$ cat src/rtl/bp_mem_channel_interleaver_if.sv
// bp_mem_channel_interleaver_if: core command/response port plus the per-channel command/response ports
// Ports: cmd_*/resp_* face the core, chan_cmd_*/chan_resp_* face the channel bridges,
// outstanding_o reports issued-but-unreturned commands. The interleaver uses the slave modport.
interface bp_mem_channel_interleaver_if #(
    parameter int num_channels_p = 2,
    parameter int msg_width_p = 128,
    parameter int addr_width_p = 40,
    parameter int max_outstanding_p = 8
);
    logic [msg_width_p-1:0] cmd_i;
    logic [addr_width_p-1:0] cmd_addr_i;
    logic cmd_v_i;
    logic cmd_ready_o;
    logic [num_channels_p-1:0][msg_width_p-1:0] chan_cmd_o;
    logic [num_channels_p-1:0] chan_cmd_v_o;
    logic [num_channels_p-1:0] chan_cmd_ready_i;
    logic [num_channels_p-1:0][msg_width_p-1:0] chan_resp_i;
    logic [num_channels_p-1:0] chan_resp_v_i;
    logic [num_channels_p-1:0] chan_resp_yumi_o;
    logic [msg_width_p-1:0] resp_o;
    logic resp_v_o;
    logic resp_yumi_i;
    logic [$clog2(max_outstanding_p+1)-1:0] outstanding_o;
    modport master (
        output cmd_i, cmd_addr_i, cmd_v_i, chan_cmd_ready_i, chan_resp_i, chan_resp_v_i, resp_yumi_i,
        input cmd_ready_o, chan_cmd_o, chan_cmd_v_o, chan_resp_yumi_o, resp_o, resp_v_o, outstanding_o
    );
    modport slave (
        input cmd_i, cmd_addr_i, cmd_v_i, chan_cmd_ready_i, chan_resp_i, chan_resp_v_i, resp_yumi_i,
        output cmd_ready_o, chan_cmd_o, chan_cmd_v_o, chan_resp_yumi_o, resp_o, resp_v_o, outstanding_o
    );
endinterface

$ cat src/rtl/bp_mem_channel_interleaver.sv
// bp_mem_channel_interleaver: steers core commands to N memory channels by address and returns responses in issue order
// Ports: clk_i, reset_i (sync, active high); bus (slave modport) carries the core command/response
// handshakes, the per-channel command/response handshakes and the outstanding count.
module bp_mem_channel_interleaver #(
    parameter int num_channels_p = 2,
    parameter int msg_width_p = 128,
    parameter int addr_width_p = 40,
    parameter int addr_lsb_p = 6,
    parameter bit interleave_p = 1'b1,
    parameter int max_outstanding_p = 8
) (
    input logic clk_i,
    input logic reset_i,
    bp_mem_channel_interleaver_if.slave bus
);
    localparam int lg_ch = num_channels_p == 1 ? 1 : $clog2(num_channels_p);
    localparam int ptr_w = $clog2(max_outstanding_p);
    localparam int cnt_w = $clog2(max_outstanding_p + 1);
    localparam logic [ptr_w-1:0] last = ptr_w'(max_outstanding_p - 1);
    localparam logic [cnt_w-1:0] depth = cnt_w'(max_outstanding_p);

    logic [lg_ch-1:0] ord [max_outstanding_p];
    logic [ptr_w-1:0] wr_ptr, rd_ptr;
    logic [cnt_w-1:0] count;
    logic reset_q;
    logic [lg_ch-1:0] sel, head;
    logic live, full, empty, push, pop;

    if (num_channels_p == 1) begin : g_one
        assign sel = '0;
    end else if (interleave_p) begin : g_interleave
        assign sel = bus.cmd_addr_i[addr_lsb_p +: lg_ch];
    end else begin : g_region
        assign sel = bus.cmd_addr_i[addr_width_p-1 -: lg_ch];
    end

    // outputs stay quiet during reset and for one cycle after it
    assign live = ~reset_i & ~reset_q;
    assign full = count == depth;
    assign empty = count == '0;
    assign head = ord[rd_ptr];

    assign bus.cmd_ready_o = live & ~full & bus.chan_cmd_ready_i[sel];
    assign push = bus.cmd_v_i & bus.cmd_ready_o;
    assign bus.resp_o = bus.chan_resp_i[head];
    assign bus.resp_v_o = live & ~empty & bus.chan_resp_v_i[head];
    assign pop = live & ~empty & bus.resp_yumi_i;
    assign bus.outstanding_o = count;

    for (genvar c = 0; c < num_channels_p; c++) begin : g_ch
        assign bus.chan_cmd_o[c] = bus.cmd_i;
        assign bus.chan_cmd_v_o[c] = live & ~full & bus.cmd_v_i & (sel == lg_ch'(c));
        assign bus.chan_resp_yumi_o[c] = pop & (head == lg_ch'(c));
    end

    always_ff @(posedge clk_i) begin
        reset_q <= reset_i;
        if (reset_i) begin
            wr_ptr <= '0;
            rd_ptr <= '0;
            count <= '0;
        end else begin
            if (push) wr_ptr <= wr_ptr == last ? '0 : wr_ptr + 1'b1;
            if (pop) rd_ptr <= rd_ptr == last ? '0 : rd_ptr + 1'b1;
            count <= count + cnt_w'(push) - cnt_w'(pop);
        end
    end

    always_ff @(posedge clk_i)
        if (push) ord[wr_ptr] <= sel;

    always_ff @(posedge clk_i)
        if (!reset_i) assert (!(bus.resp_yumi_i && empty)) else $error("response dequeued with no outstanding command");
endmodule

$ cat src/flat_wrapper.sv
// flat-port wrapper written by rule: the top's interface ports become plain ports
module bp_mem_channel_interleaver_flat 
#(
    parameter int num_channels_p = 2,
    parameter int msg_width_p = 128,
    parameter int addr_width_p = 40,
    parameter int addr_lsb_p = 6,
    parameter bit interleave_p = 1'b1,
    parameter int max_outstanding_p = 8
)
  (clk_i, reset_i, bus_cmd_i, bus_cmd_addr_i, bus_cmd_v_i, bus_chan_cmd_ready_i, bus_chan_resp_i, bus_chan_resp_v_i, bus_resp_yumi_i, bus_cmd_ready_o, bus_chan_cmd_o, bus_chan_cmd_v_o, bus_chan_resp_yumi_o, bus_resp_o, bus_resp_v_o, bus_outstanding_o);
  bp_mem_channel_interleaver_if #(.num_channels_p(num_channels_p), .msg_width_p(msg_width_p), .addr_width_p(addr_width_p), .max_outstanding_p(max_outstanding_p)) bus_i ();
  input logic clk_i;
  input logic reset_i;
  input wire logic [$bits(bus_i.cmd_i)-1:0] bus_cmd_i;
  input wire logic [$bits(bus_i.cmd_addr_i)-1:0] bus_cmd_addr_i;
  input wire logic [$bits(bus_i.cmd_v_i)-1:0] bus_cmd_v_i;
  input wire logic [$bits(bus_i.chan_cmd_ready_i)-1:0] bus_chan_cmd_ready_i;
  input wire logic [$bits(bus_i.chan_resp_i)-1:0] bus_chan_resp_i;
  input wire logic [$bits(bus_i.chan_resp_v_i)-1:0] bus_chan_resp_v_i;
  input wire logic [$bits(bus_i.resp_yumi_i)-1:0] bus_resp_yumi_i;
  output wire logic [$bits(bus_i.cmd_ready_o)-1:0] bus_cmd_ready_o;
  output wire logic [$bits(bus_i.chan_cmd_o)-1:0] bus_chan_cmd_o;
  output wire logic [$bits(bus_i.chan_cmd_v_o)-1:0] bus_chan_cmd_v_o;
  output wire logic [$bits(bus_i.chan_resp_yumi_o)-1:0] bus_chan_resp_yumi_o;
  output wire logic [$bits(bus_i.resp_o)-1:0] bus_resp_o;
  output wire logic [$bits(bus_i.resp_v_o)-1:0] bus_resp_v_o;
  output wire logic [$bits(bus_i.outstanding_o)-1:0] bus_outstanding_o;
  assign bus_i.cmd_i = bus_cmd_i;
  assign bus_i.cmd_addr_i = bus_cmd_addr_i;
  assign bus_i.cmd_v_i = bus_cmd_v_i;
  assign bus_i.chan_cmd_ready_i = bus_chan_cmd_ready_i;
  assign bus_i.chan_resp_i = bus_chan_resp_i;
  assign bus_i.chan_resp_v_i = bus_chan_resp_v_i;
  assign bus_i.resp_yumi_i = bus_resp_yumi_i;
  assign bus_cmd_ready_o = bus_i.cmd_ready_o;
  assign bus_chan_cmd_o = bus_i.chan_cmd_o;
  assign bus_chan_cmd_v_o = bus_i.chan_cmd_v_o;
  assign bus_chan_resp_yumi_o = bus_i.chan_resp_yumi_o;
  assign bus_resp_o = bus_i.resp_o;
  assign bus_resp_v_o = bus_i.resp_v_o;
  assign bus_outstanding_o = bus_i.outstanding_o;
  bp_mem_channel_interleaver #(.num_channels_p(num_channels_p), .msg_width_p(msg_width_p), .addr_width_p(addr_width_p), .addr_lsb_p(addr_lsb_p), .interleave_p(interleave_p), .max_outstanding_p(max_outstanding_p)) u_core (.clk_i(clk_i), .reset_i(reset_i), .bus(bus_i));
endmodule
$ cat config.mk
export PLATFORM = sky130hd
export DESIGN_NAME = bp_mem_channel_interleaver_flat
export DESIGN_NICKNAME = d
export VERILOG_FILES = /design/src/rtl/bp_mem_channel_interleaver_if.sv /design/src/rtl/bp_mem_channel_interleaver.sv /design/src/flat_wrapper.sv
export SDC_FILE = /design/constraint.sdc
export NUM_CORES = 1
export LEC_CHECK = 0
export BUFFER_PORTS_ARGS = -buffer_cell sky130_fd_sc_hd__buf_4
export CAP_MARGIN = 15
export CORE_AREA = 8 8 313 315
export CTS_CLUSTER_DIAMETER = 80
export DETAILED_ROUTE_END_ITERATION = 12
export DIE_AREA = 0 0 321 323
export GPL_ROUTABILITY_DRIVEN = 0
export GPL_TIMING_DRIVEN = 0
export MAX_ROUTING_LAYER = met4
export PLACE_DENSITY = 0.3
export SLEW_MARGIN = 15
export SYNTH_ARGS = -nofsm -noshare
export SYNTH_HDL_FRONTEND = slang
export SYNTH_SLANG_ARGS = --single-unit
$ cat constraint.sdc
create_clock -name clk_i -period 5.87 [get_ports clk_i]
set_input_delay 0.8805 -clock clk_i [delete_from_list [all_inputs] [get_ports clk_i]]
set_output_delay 0.8805 -clock clk_i [all_outputs]
set_load 0.03 [all_outputs]
==> summary.md, run 1 <==
| Metric | Value |
|---|---|
| Cell area after layout | 0.0115 sq mm |
| Netlist Area Pre-Place | 0.00485 sq mm |
| Endpoint type of the worst setup path | primary output |
| Tightest Hold Check Type | register to register |
| Average wire per standard cell | 19.0 microns |
| Nature of the critical path startpoint | register |
| Mapped Nets | 946 |
| Final Routed Wirelength | 46.0 mm |
| Maximum count of clock buffers along a single path | 2 |
| Vias post-DR | 5656 |
| Global router's overall resource usage | 8.07% |
| Post-Syn Area per Cell | 9.62 sq um |
| Endpoint of the lowest-slack register-to-register path | u_core.bus.outstanding_o[2] |
| Worst Hold Depth | 2 |
| Leakage | 5.80 nW |
| Clock net sink count | 22 |
| Worst-path cell with the longest stage delay | sky130_fd_sc_hd__mux2_4 |
| Root buffer cell | sky130_fd_sc_hd__clkbuf_16 |
| Die width | 321 microns |
| Total grt overflow | 0 |
| Fin crit share | 57.5% |
| Slack of the worst reg-to-reg path | 3.42 ns |
| Hold violation count in the final report | 0 |
| Number of gates given a new drive strength after cts | 0 |
| Count of hold-fix buffers inserted at cts | 0 |
| Total I/O pin count | 826 |
| Later-pin clock latency in the skew report | 0.25 ns |
| Post-CTS setup buffers | 0 |
| Ys Warns | 0 |
| Synth Register Bits | 22 |
| Headroom to the max-slew limit | 57.1% |
| Largest net degree at the start of global routing | 14 |
| # port buffers | 658 |
| Detailed-placement wirelength estimate | 43.3 mm |
| Transition at the pin with the smallest max-transition slack | 0.641 ns |
| Maximum level of the CTS H-tree | 1 |
| Sequential share of the synthesized area | 10.7% |
| Critical path class | register to primary output |
| Highest clock rate | 296 MHz |
| Period minus WS final | 3.37 ns |
| Via count of the first global-routing pass | 6162 |
| Buf+Inv Stages, Crit Path | 5 |
| Number of nets with antenna violations after routing | 0 |
| Register clock-pin slew on the reported worst setup and hold paths | 0.06 ns |
| Core region area | 0.0928 sq mm |
| Share of final-layout standard cells stronger than drive strength 1 | 91.4% |
| Num CTS Buffers | 3 |
| CP arrival | 2.49 ns |
| Height of the die | 323 microns |
| Launch point of the worst hold path | u_core.rd_ptr[0] |
| Number of slew-limit violations in the final report | 0 |
| Power Density | 144 mW/mm^2 |
| Total number of cells along the worst setup path | 8 |
| Number of DRC markers after the initial detailed-route iteration | 198 |
| Signed area change from the synthesized netlist to the final layout | 137% |
| Pre-antenna DRT Iters | 4 |
| Number of unique standard cell types used by synthesis | 32 |
| Gate count of the mapped netlist | 504 |
| TritonCTS clock tree | built |
| Wire length of the first global-routing pass | 56.9 mm |
| Run status | finished, final reports clean |
| Number of core rows | 112 |
| Post-route setup TNS | 0 ns |
| Biggest fanout along the worst timing path | 10 |
| Via density per instance | 2.33 |
| Series of cell instances along the critical path | buf_4 -> mux2i_1 -> mux4_2 -> buf_2 -> buf_6 -> buf_6 -> mux2_4 -> buf_4 |
| Launch point of the worst reg-to-reg path | u_core.reset_q |
| Floorplan die area | 0.104 sq mm |
| Placement Cell Area | 0.0114 sq mm |
| Slowest cell delay on critical path | 0.37 ns |
| Worst R2R Path Depth | 8 |
| Number of antenna violations at the first check in global routing | 3 |
| RSZ-0062 raised after global routing | no |
| Number of maximum-capacitance constraint violations | 0 |
| Cell type group with the largest total delay on the critical path | buffers and inverters |
| Initial cell density of the core | 5.22% |
| Req. time, crit path | 4.99 ns |
| DRC violations left | 0 |
| IR drop worst, VDD | 0.129 mV |
| Total setup violations reported at the end of the flow | 0 |
| Post-route worst hold slack | 0.501 ns |
| Post-layout nets | 1610 |
| Worst Skew | 0.00190 ns |
==> worst max-delay path by stage <==
stage,to,start,slack [ns]
global route,bus_resp_o[78],register,2.29
detailed placement,bus_chan_resp_yumi_o[0],reset_i,2.55
global placement,u_core.bus.outstanding_o[2],reset_i,1.89
floorplan,bus_resp_v_o,register,2.88
finish,bus_resp_o[124],register,2.50
CTS,bus_resp_o[78],register,2.32
==> cell families (layout without fill, tap and decap cells) <==
| logic type | Yosys count | count (layout) | share of synthesized area, % |
|---|---|---|---|
| AOI/OAI and AO/OA | 10 | 10 | 1.24 |
| xor gates and xnor gates | 2 | 2 | 0.361 |
| adders and majority gates | 10 | 10 | 2.74 |
| buffers and inverters | 281 | 944 | 43.2 |
| DFF | 22 | 22 | 10.7 |
| muxes | 136 | 136 | 37.5 |
| other | 0 | 2 | 0 |
| and+or+nand+nor | 43 | 43 | 4.18 |
==> power breakdown <==
| part | switching [mW] | leakage, nW | internal [mW] |
|---|---|---|---|
| Combinational | 0.707 | 5.56 | 0.585 |
| Sequential | 0.00968 | 0.186 | 0.167 |
| Clock | 0.0528 | 0.0511 | 0.135 |
| Total | 0.770 | 5.80 | 0.887 |
==> metrics by stage <==
| stage | power, mW | instances | setup WS [ns] | util, % |
|---|---|---|---|---|
| after floorplan | 0.907 | 504 | 2.88 | - |
| after global placement | 1.50 | 2416 | 1.89 | 12.2 |
| after detailed placement | 1.50 | 2417 | 2.55 | 12.3 |
| after CTS | 1.69 | 2421 | 2.32 | 12.4 |
| after global routing | 1.74 | 2423 | 2.29 | 12.4 |
| final | 1.66 | 2423 | 2.50 | 12.4 |
==> per-layer routing <==
layer	track usage [%]	vias up	share of wire (%)
li1	-	2746	-
met1	9.41	2605	39
met2	13.3	289	49
met3	3.20	16	10
met4	1.23	0	1.4
met5	-	-	0
==> Yosys cell counts <==
master | n | area (sq um)
sky130_fd_sc_hd__a21oi_1 | 6 | 30.0
sky130_fd_sc_hd__inv_1 | 8 | 30.0
sky130_fd_sc_hd__nor3_1 | 4 | 20.0
sky130_fd_sc_hd__or3b_2 | 1 | 8.76
sky130_fd_sc_hd__nand3_1 | 2 | 10.0
sky130_fd_sc_hd__mux4_2 | 1 | 22.5
sky130_fd_sc_hd__nor4_1 | 1 | 6.26
sky130_fd_sc_hd__ha_1 | 9 | 113
sky130_fd_sc_hd__nand2_1 | 11 | 41.3
sky130_fd_sc_hd__mux2_4 | 76 | 1140
sky130_fd_sc_hd__buf_4 | 257 | 1930
sky130_fd_sc_hd__buf_2 | 6 | 30.0
sky130_fd_sc_hd__dfxtp_1 | 14 | 280
sky130_fd_sc_hd__clkbuf_1 | 1 | 3.75
sky130_fd_sc_hd__fa_1 | 1 | 20.0
sky130_fd_sc_hd__or3_1 | 2 | 12.5
sky130_fd_sc_hd__xor2_1 | 1 | 8.76
sky130_fd_sc_hd__nand3b_1 | 1 | 7.51
sky130_fd_sc_hd__or2_2 | 1 | 6.26
sky130_fd_sc_hd__xnor2_1 | 1 | 8.76
sky130_fd_sc_hd__nor2_1 | 15 | 56.3
sky130_fd_sc_hd__a21o_1 | 1 | 7.51
sky130_fd_sc_hd__nand4b_1 | 1 | 8.76
sky130_fd_sc_hd__nand2b_1 | 2 | 12.5
sky130_fd_sc_hd__mux2_2 | 52 | 586
sky130_fd_sc_hd__buf_6 | 9 | 101
sky130_fd_sc_hd__nor2b_1 | 2 | 12.5
sky130_fd_sc_hd__o311ai_1 | 1 | 8.76
sky130_fd_sc_hd__o21ai_0 | 1 | 5.00
sky130_fd_sc_hd__o31a_1 | 1 | 8.76
sky130_fd_sc_hd__mux2i_1 | 7 | 70.1
sky130_fd_sc_hd__edfxtp_1 | 8 | 240
==> final cells by class <==
cell class	count	area, sq um
Clock inverter	1	30.0
Antenna cell	2	5.00
Fill cell	10757	81300
Buffer	273	2060
Tap cell	1254	1570
Sequential cell	22	520
Inverter	8	30.0
Multi-Input combinational cell	201	2250
Timing Repair Buffer	659	4950
Clock buffer	3	75.1
==> tightest hold or removal path: stages, from the launching register on <==
cell	delay [ns]
sky130_fd_sc_hd__dfxtp_1	0.32
sky130_fd_sc_hd__nand2_1	0.07
sky130_fd_sc_hd__a21oi_1	0.06
==> placed cells by master (no fill, tap or decap), types with 3 or more instances in the layout <==
cell and instances:
sky130_fd_sc_hd__buf_2 6, sky130_fd_sc_hd__mux2_2 52, sky130_fd_sc_hd__clkbuf_16 3, sky130_fd_sc_hd__mux2i_1 7, sky130_fd_sc_hd__ha_1 9, sky130_fd_sc_hd__dfxtp_1 14
sky130_fd_sc_hd__nor2_1 15, sky130_fd_sc_hd__inv_1 8, sky130_fd_sc_hd__nand2_1 11, sky130_fd_sc_hd__buf_6 10, sky130_fd_sc_hd__buf_4 915, sky130_fd_sc_hd__a21oi_1 6
sky130_fd_sc_hd__nor3_1 4, sky130_fd_sc_hd__edfxtp_1 8, sky130_fd_sc_hd__mux2_4 76
No activity file was read; power rests on OpenSTA's default activity.
==> run 2: changes to the inputs <==
Clock period 5.87 ns to 2.78 ns, I/O delays scaled along.
==> summary.md, run 2 (synthesized netlist as in run 1, its figures left out) <==
| Metric | Value |
|---|---|
| Transition at the pin with the smallest max-transition slack | 0.641 ns |
| Headroom to the max-slew limit | 57.1% |
| Fin crit share | 96.0% |
| Endpoint type of the worst setup path | primary output |
| Height of the die | 323 microns |
| Post-layout nets | 1612 |
| # port buffers | 658 |
| Biggest fanout along the worst timing path | 10 |
| Critical path class | register to primary output |
| Average wire per standard cell | 19.1 microns |
| Final Routed Wirelength | 46.3 mm |
| Detailed-placement wirelength estimate | 43.3 mm |
| Tightest Hold Check Type | primary input to register |
| Clock net sink count | 22 |
| Core region area | 0.0928 sq mm |
| Top library cells by usage in the layout, fill and taps aside | 879 x sky130_fd_sc_hd__buf_4, 76 x sky130_fd_sc_hd__mux2_4, 52 x sky130_fd_sc_hd__mux2_2 |
| Largest net degree at the start of global routing | 14 |
| Pre-antenna DRT Iters | 4 |
| Slowest cell delay on critical path | 0.50 ns |
| RSZ-0062 raised after global routing | no |
| Global Route met1 Usage | 9.54% |
| Total I/O pin count | 826 |
| Signed area change from the synthesized netlist to the final layout | 143% |
| Number of slew-limit violations in the final report | 0 |
| CP arrival | 2.25 ns |
| Later-pin clock latency in the skew report | 0.25 ns |
| Initial cell density of the core | 5.22% |
| Vias post-DR | 5663 |
| Number of nets with antenna violations after routing | 0 |
| Maximum count of clock buffers along a single path | 2 |
| Number of maximum-capacitance constraint violations | 0 |
| Series of cell instances along the critical path | mux2i_1 -> mux4_2 -> buf_12 -> clkbuf_16 -> buf_6 -> mux2_4 -> buf_4 |
| Cell type group with the largest total delay on the critical path | multiplexers |
| Nature of the critical path startpoint | register |
| Count of hold-fix buffers inserted at cts | 0 |
| Total grt overflow | 0 |
| Worst-path cell with the longest stage delay | sky130_fd_sc_hd__mux4_2 |
| Hold violation count in the final report | 0 |
| Power Density | 303 mW/mm^2 |
| Number of antenna violations at the first check in global routing | 3 |
| Share of final-layout standard cells stronger than drive strength 1 | 91.5% |
| Number of core rows | 112 |
| TritonCTS clock tree | built |
| Count of filler cells inserted in the layout | 10733 |
| Buf+Inv Stages, Crit Path | 4 |
| Post-route setup TNS | 0 ns |
| Leakage | 5.90 nW |
| Highest clock rate | 375 MHz |
| Setup slack after layout | 0.111 ns |
| Num CTS Buffers | 3 |
| Root buffer cell | sky130_fd_sc_hd__clkbuf_16 |
| Top Usage Layer GRT | met2 |
| GR Util met2 | 13.4% |
| Global router's overall resource usage | 8.08% |
| Req. time, crit path | 2.36 ns |
| Period minus WS final | 2.67 ns |
| Leading cell type in the layout, fill and taps excluded | sky130_fd_sc_hd__buf_4 |
| Minimum setup slack after placement | -0.0626 ns |
| Launch point of the worst hold path | reset_i |
| DRC violations left | 0 |
| Total setup violations reported at the end of the flow | 0 |
| Register clock-pin slew on the reported worst setup and hold paths | 0.06 ns |
| Floorplan die area | 0.104 sq mm |
| Die width | 321 microns |
| Run status | finished, final reports clean |
| Post-route worst hold slack | 0.324 ns |
| Worst Skew | 0.00186 ns |
| Via density per instance | 2.34 |
| Number of DRC markers after the initial detailed-route iteration | 195 |
| Global routing usage on met3 | 2.97% |
| Launch point of the worst reg-to-reg path | u_core.reset_q |
| Wire length of the first global-routing pass | 56.9 mm |
| Via count of the first global-routing pass | 6169 |
| Maximum level of the CTS H-tree | 1 |
| IR drop worst, VDD | 0.267 mV |
-- run 2: changes by cell type in the layout (fill, tap and decap cells not counted) --
cell / delta
sky130_fd_sc_hd__buf_12: +6
sky130_fd_sc_hd__buf_2: -2
sky130_fd_sc_hd__buf_4: -36
sky130_fd_sc_hd__buf_6: +26
sky130_fd_sc_hd__buf_8: +5
sky130_fd_sc_hd__clkbuf_16: +2
sky130_fd_sc_hd__clkbuf_4: +1
sky130_fd_sc_hd__dfxtp_1: -1
sky130_fd_sc_hd__dfxtp_2: +1
-- run 2: path summary, 6_finish.rpt --
path / to / cells past startpoint / slack (ns)
max: bus_resp_o[106] / 7 / 0.11
min: u_core.reset_q / 1 / 0.32
max reg2reg: u_core.bus.outstanding_o[2] / 8 / 0.33
min reg2reg: register / 2 / 0.49
-- run 2: stage by stage --
stage | power (mW) | std cells | cell area (sq um) | utilization, %
floorplan | 1.91 | 504 | 4850 | -
detailed placement | 3.16 | 2417 | 11400 | 12.3
global route | 3.74 | 2425 | 11800 | 12.7
CTS | 3.62 | 2421 | 11600 | 12.6
finish | 3.57 | 2425 | 11800 | 12.7
global placement | 3.16 | 2416 | 11400 | 12.2
-- run 2: what timing repair did --
item | CTS | global route
gates cloned | 0 | 2
pin swaps | 0 | 0
setup endpoints to repair | 130 | 76
buffers inserted | 0 | 1
gates resized for setup | 41 | 16
-- run 2: routing by layer --
layer / up-vias / wire length (microns)
li1: 2752 / -
met1: 2614 / 18500
met2: 283 / 22800
met3: 14 / 4400
met4: 0 / 560
met5: - / 0
-- run 2: power breakdown --
group	leakage (nW)	total [mW]	switching, mW	internal (mW)
logic	5.66	2.80	1.50	1.29
registers	0.186	0.376	0.0228	0.353
clock network	0.0511	0.397	0.111	0.286
total	5.90	3.57	1.64	1.93
-- run 2: area by class of cell --
cell class	instances	area [sq um]	area share, %
tap	1254	1570	13.3
clock buffer	3	75.1	0.638
clock inverter	1	30.0	0.255
antenna	2	5.00	0.0426
multi-input combinational	201	2250	19.1
sequential	22	522	4.44
inverter	8	30.0	0.255
buffer	272	2130	18.1
timing repair buffer	662	5150	43.8
